[config.mk]
export PLATFORM = sky130hd
export DESIGN_NAME = absdiff_share_arb
export DESIGN_NICKNAME = d
export VERILOG_FILES = /design/src/rtl/absdiff_share_arb.sv
export SDC_FILE = /design/constraint.sdc
export NUM_CORES = 1
export LEC_CHECK = 0
export ABC_AREA = 1
export BUFFER_PORTS_ARGS = -buffer_cell sky130_fd_sc_hd__buf_2
export CAP_MARGIN = 20
export CORE_UTILIZATION = 35
export DETAILED_ROUTE_END_ITERATION = 12
export RECOVER_POWER = 100
export SLEW_MARGIN = 15
export SYNTH_ARGS = -nofsm -noshare
export SYNTH_HDL_FRONTEND = slang
export SYNTH_SLANG_ARGS = --single-unit
[constraint.sdc]
create_clock -name clk -period 2.9 [get_ports clk]
set_input_delay 0.145 -clock clk [delete_from_list [all_inputs] [get_ports clk]]
set_output_delay 0.145 -clock clk [all_outputs]
set_load 0.02 [all_outputs]
[src/rtl/absdiff_share_arb.sv]
`default_nettype none
// +-----------------------------------------------------------------------------+
// | absdiff_share_arb: round-robin sharing of one registered |a-b| unit         |
// | Revision: 1.0                                                               |
// +-----------------------------------------------------------------------------+
module absdiff_share_arb #(
    parameter int N_REQ = 4,
    parameter int DW    = 8,
    parameter int ID_W  = 2
) (
    input  logic                  clk,
    input  logic                  rst,
    input  logic [N_REQ-1:0]      req_valid,
    input  logic [N_REQ*DW-1:0]   req_a,
    input  logic [N_REQ*DW-1:0]   req_b,
    output logic [N_REQ-1:0]      req_ready,
    output logic                  res_valid,
    output logic [DW:0]           res_data,
    output logic [ID_W-1:0]       res_id,
    input  logic                  res_ready
);

    typedef enum logic [1:0] {
        S_IDLE = 2'd0,
        S_CALC = 2'd1,
        S_RESP = 2'd2
    } state_t;

    state_t          state_q, state_d;
    logic [ID_W-1:0] rr_ptr_q, rr_ptr_d;
    logic [DW-1:0]   a_q, a_d;
    logic [DW-1:0]   b_q, b_d;
    logic [ID_W-1:0] id_q, id_d;
    logic            res_valid_q, res_valid_d;
    logic [DW:0]     res_data_q, res_data_d;
    logic [ID_W-1:0] res_id_q, res_id_d;

    logic             grant_found;
    logic [ID_W-1:0]  grant_idx;
    logic [DW-1:0]    sel_a;
    logic [DW-1:0]    sel_b;
    logic [N_REQ-1:0] req_ready_w;
    int               idx;

    // Circular priority search starting at rr_ptr; the first hit wins.
    always_comb begin
        grant_found = 1'b0;
        grant_idx   = '0;
        sel_a       = '0;
        sel_b       = '0;
        idx         = 0;
        for (int k = 0; k < N_REQ; k++) begin
            idx = int'(rr_ptr_q) + k;
            if (idx >= N_REQ) idx = idx - N_REQ;
            if (!grant_found && req_valid[idx]) begin
                grant_found = 1'b1;
                grant_idx   = ID_W'(idx);
                sel_a       = req_a[idx*DW +: DW];
                sel_b       = req_b[idx*DW +: DW];
            end
        end
    end

    always_comb begin
        state_d     = state_q;
        rr_ptr_d    = rr_ptr_q;
        a_d         = a_q;
        b_d         = b_q;
        id_d        = id_q;
        res_valid_d = res_valid_q;
        res_data_d  = res_data_q;
        res_id_d    = res_id_q;
        req_ready_w = '0;
        case (state_q)
            S_IDLE: begin
                if (grant_found) begin
                    req_ready_w[grant_idx] = 1'b1;
                    a_d     = sel_a;
                    b_d     = sel_b;
                    id_d    = grant_idx;
                    state_d = S_CALC;
                end
            end
            S_CALC: begin
                res_data_d  = (a_q > b_q) ? {1'b0, a_q - b_q} : {1'b0, b_q - a_q};
                res_id_d    = id_q;
                res_valid_d = 1'b1;
                state_d     = S_RESP;
            end
            S_RESP: begin
                if (res_ready) begin
                    res_valid_d = 1'b0;
                    // Pointer moves only on handoff so a stalled consumer cannot skew fairness.
                    rr_ptr_d    = (id_q == ID_W'(N_REQ - 1)) ? '0 : id_q + 1'b1;
                    state_d     = S_IDLE;
                end
            end
            default: state_d = S_IDLE;
        endcase
    end

    always_ff @(posedge clk or posedge rst) begin
        if (rst) begin
            state_q     <= S_IDLE;
            rr_ptr_q    <= '0;
            a_q         <= '0;
            b_q         <= '0;
            id_q        <= '0;
            res_valid_q <= 1'b0;
            res_data_q  <= '0;
            res_id_q    <= '0;
        end else begin
            state_q     <= state_d;
            rr_ptr_q    <= rr_ptr_d;
            a_q         <= a_d;
            b_q         <= b_d;
            id_q        <= id_d;
            res_valid_q <= res_valid_d;
            res_data_q  <= res_data_d;
            res_id_q    <= res_id_d;
        end
    end

    assign req_ready = rst ? '0 : req_ready_w;
    assign res_valid = res_valid_q;
    assign res_data  = res_data_q;
    assign res_id    = res_id_q;

endmodule
`default_nettype wire

# Yosys cells after proc, flatten, opt, wreduce, memory -nomap -nowiden
# Cells that the tools add are included.
[word_totals]
register_bits = 34
in_bits = 71
out_inout_bits = 16
[op_classes]
addsub = 10
order_cmp = 11
eq_ne = 5
n_shift = 8
mux = 44
reduce_logical = 13
[ops]
columns = ["op", "count"]
rows = [
  ["$shiftx A32 B32 Y8", 8],
  ["$lt A32 B4 Y1 const B", 4],
  ["$mux W32", 4],
  ["$mux W8", 9],
  ["$sub A8 B8 Y8", 2],
  ["$mux W1", 14],
  ["$mux W2", 7],
  ["$mux W4", 3],
  ["$sub A3 B3 Y4 const B", 3],
  ["$ge A3 B3 Y1 const B", 3],
  ["$bmux W1 S2", 4],
  ["$gt A8 B8 Y1", 1],
  ["$reduce_and A2 Y1", 4],
  ["$add A2 B2 Y3 const B", 2],
  ["$pmux W2 S3", 1],
  ["$eq A2 B2 Y1 const B", 2],
  ["$logic_and A1 B1 Y1", 4],
  ["$ne A2 B2 Y1 const B", 2],
  ["$sub A2 B3 Y4 const B", 1],
  ["$add A2 B1 Y3 const B", 1],
  ["$ge A2 B3 Y1 const B", 1],
  ["$logic_not A1 Y1", 3],
  ["$lt A2 B3 Y1 const B", 1],
  ["$add A2 B1 Y2 const B", 1],
  ["6 further kinds", 6],
]

# Longest topological paths before layout
[logic_depth]
word_depth = 22
mapped_depth = 15
ltp_nobuf = 14

# Worst setup path before layout
# No wires, ideal clock.
[synth_path]
path_kind = "reg2out"
start = "register rr_ptr_q[1]"
end = "output req_ready[2]"
arrival_time_ps = 2384
t_required_ps = 2755
slack_ps = 371
stages_incl_launch_ff = 15
cell_sequence = "dfrtp_1 buf_2 inv_2 clkbuf_1 ha_1 buf_2 inv_2 nand3_1 nand2_2 nand2_4 nor2_8 nand3_1 inv_1 nor2_1 nor2_1"
[synth_between]
elab_chain_len = 22
[synth_rtl]
columns = ["item", "line_no", "text"]
rows = [
  ["start, declared", "30", "logic [ID_W-1:0] rr_ptr_q, rr_ptr_d;"],
  ["start signal, assigned", "114", "rr_ptr_q <= rr_ptr_d;"],
  ["branches (longest 19 deep; another with $sub A3 B3 Y4)", "n/a", ""],
  ["$mux W4 (*)", "76", "if (grant_found) begin"],
  ["$mux W4 (*)", "74", "case (state_q)"],
  ["$mux W4 (*)", "124", "assign req_ready = rst ? '0 : req_ready_w;"],
  ["end, declared", "16", "output logic [N_REQ-1:0] req_ready,"],
]
# Every way passes the cells marked *. The select of a mux whose other input is x is not followed.

# Worst setup path in the final report
[layout_path]
start = "register rr_ptr_q[0]"
end = "output req_ready[1]"
# The elaborated chain is that of the path after synthesis.

==> impl_metrics.ini <==
[power_and_ir_drop]
leakage_nw = 3.39
intPower_mw = 3.08
power.switching_mw = 4.48
power_frac_seq_pct = 11.1
ir_drop_mv = 0.445
netSwitchingFraction_pct = 59.2
p_clk_share_pct = 8.2
combPwrFrac_pct = 80.7
powerDensity_nw_per_um2 = 1380

[setup_path]
cp.required_ns = 2.76
r2r-start = rr_ptr_q[0]
cp.arrival_ns = 2.44
worst-path-max-fanout = 50
worstSetupEndpointType = output pin
path_class = flop to output pin
crit_start = rr_ptr_q[0]
start_kind = flop

[cts]
cts_tree = yes
ctsHoldBuffers = 0
clock_path_buffers = 2
postCtsSetupRepairBufs = 0
cts_made_buffers = 5
htreeDepth = 2
cts_num_sinks = 33
cts-resized-gates = 0
clk_latency_ns = 0.28
clk_pin_slew_ns = 0.05
root_buffer = clkbuf_16

[worst_hold_path]
hp-class = primary input to async pin

[finish]
nets = 1081
nFillCells = 1542
area_delta_synth_final_pct = 14.2
n_antenna_cell = 0
drive_gt1_share_pct = 10.9

[status]
violations = negative hold slack
outcome = finished, violations left

[synthesis]
syn_area_per_cell_um2 = 5.19
synth_top_area_share_pct = 33.6
synthArstFlopShare_pct = 100
netlist_area_um2 = 4800
synth_cells = 926
syn_nets = 1020
synth_cell_types = 32
ys.flop_type = dfrtp_1
synth_edf_count = 0
synthTopCellsByCount = nand2_1, nand3_1, inv_1, nor2_1, dfrtp_1
yosysMostFrequentCell = nand2_1
synth.area.top_cells = nand2_1, nand3_1, dfrtp_1, inv_1, ha_1
yosys_warnings = 0
ys_seq_elements = 33
ys_seq_area_share_pct = 17.2
yosys.area.top_type = nand2_1

[floorplanning]
num_rows = 42
dieArea_um2 = 14200
die_y_um = 119
pin_count = 87
die-width_um = 119
core_area_um2 = 13300
floorplan.initialDensity_pct = 36.1

[route]
vias_per_cell = 4.76
wl_mm = 14.0
ant_nets = 0
vias = 5545
post-route-drc-count = 0
drtPass1Iterations = 5
wl_per_cell_um = 12.0
drt_iter0_drc = 300

[sta]
whs_ns = -0.0266
worst_pin_slew_ns = 0.902
finalSetupViolations = 0
slew_viol_final = 0
fmax_mhz = 387
slew_headroom_pct = 39.9
setup_ws_ns = 0.315
hold_viol = 16
skew_ns = 0.00424
fin_setup_tns_ns = 0
fin_crit_ns = 2.58
rsz0062_at_grt = no
period_share_pct = 89.1

[global_routing]
grt_max_degree = 51
grt_usage_pct = 20.2
grt-ovfl-total = 0
antenna_found_initial = 0
grt_pass1_vias = 5050
grt_pass1_wl_mm = 23.9

[placement]
gp_congestion = 0.853
post-place-ws_ns = 0.677
dp_hpwl_mm = 10.4
portBuffers = 85

[flow_run]
max_cap_viol_count = 0
[cell usage in the layout (no fill, tap or decap), types with 2 or more instances in the layout]
cell type / synthesis / routed
nand2_1: 430 / 430
nand3_1: 180 / 180
inv_1: 104 / 106
buf_2: 20 / 71
nor2_1: 64 / 64
dfrtp_1: 33 / 32
ha_1: 21 / 21
clkbuf_1: 12 / 15
buf_4: 4 / 13
a21oi_1: 7 / 7
nand4_1: 6 / 6
o21ai_0: 4 / 5
xor2_1: 5 / 5
clkbuf_16: 0 / 5
inv_2: 6 / 4
nand2_2: 4 / 4
nand2_4: 2 / 2
fa_1: 2 / 2
[metal layers]
layer | vias up | GRT usage [%] | wire length (um)
met1 | 2410 | 28.1 | 6850
met3 | 6 | 2.30 | 761
met4 | 0 | 2.45 | 61
met2 | 150 | 34.2 | 6330
met5 | - | 0 | 0
li1 | 2979 | - | -
[stage by stage]
step           util (%)  area, um^2  power [mW]  cells  hold WS, ns
2_1_floorplan         -        4800        5.60    926        0.274
3_3_place_gp       40.1        5330        6.96   1156        0.293
3_5_place_dp       40.1        5330        6.96   1156        0.296
4_1_cts            41.4        5510        7.62   1164      0.00907
5_1_grt            41.3        5490        8.53   1164       0.0289
6_report           41.3        5490        7.57   1164      -0.0266
[sequential cells by signal, summed over array words and instances, names as in the netlist]
name and count:
a_q 8, b_q 8, id_q 2, res_data 8, res_id 2, res_valid 1, rr_ptr_q 2, state_q 2
[power by group through the flow]
stage          combinational [mW]  sequential, mW  clock, mW
5_1_grt                      7.01           0.873      0.651
4_1_cts                      6.15           0.844      0.626
3_3_place_gp                 6.12           0.847          0
2_1_floorplan                4.70           0.901          0
3_5_place_dp                 6.11           0.851          0
6_report                     6.11           0.842      0.618
[worst max-delay path, cell delays in order (launching register included)]
cell and delay [ns]:
dfrtp_2 0.39, inv_1 0.08, buf_4 0.43, nand2_1 0.18, nand3_2 0.12, nand2_4 0.10, nand2_4 0.12, inv_4 0.10
nand3_1 0.11, nand3_1 0.15, nor2_1 0.14, clkbuf_1 0.24
[kinds of logic after synthesis]
logic type,Yosys count,share of synthesized area [%]
adders and majority gates,23,6.30
and+or+nand+nor,691,60.1
AOI/OAI and AO/OA,16,1.80
DFF,33,17.2
xor gates and xnor gates,6,1.09
other,1,0.0781
buffers and inverters,156,13.4
[worst paths after layout]
path,endpoint,slack [ns],cells past startpoint
max,req_ready[1],0.32,11
min,id_q[0],-0.03,2
max reg2reg,b_q[7],0.51,11
min reg2reg,res_id[0],0.47,2
max in group asynchronous,rr_ptr_q[0],1.64,3
min in group clk,state_q[1],0.15,4
[layout make-up]
class	instances	area [um^2]	share of cell area, %
Timing Repair Buffer	99	509	9.28
Clock inverter	2	37.5	0.684
Sequential cell	33	827	15.1
Tap cell	176	220	4.01
Inverter	111	419	7.64
Multi-Input combinational cell	737	3330	60.8
Clock buffer	6	139	2.53
Power figures use the tool's default switching activity.
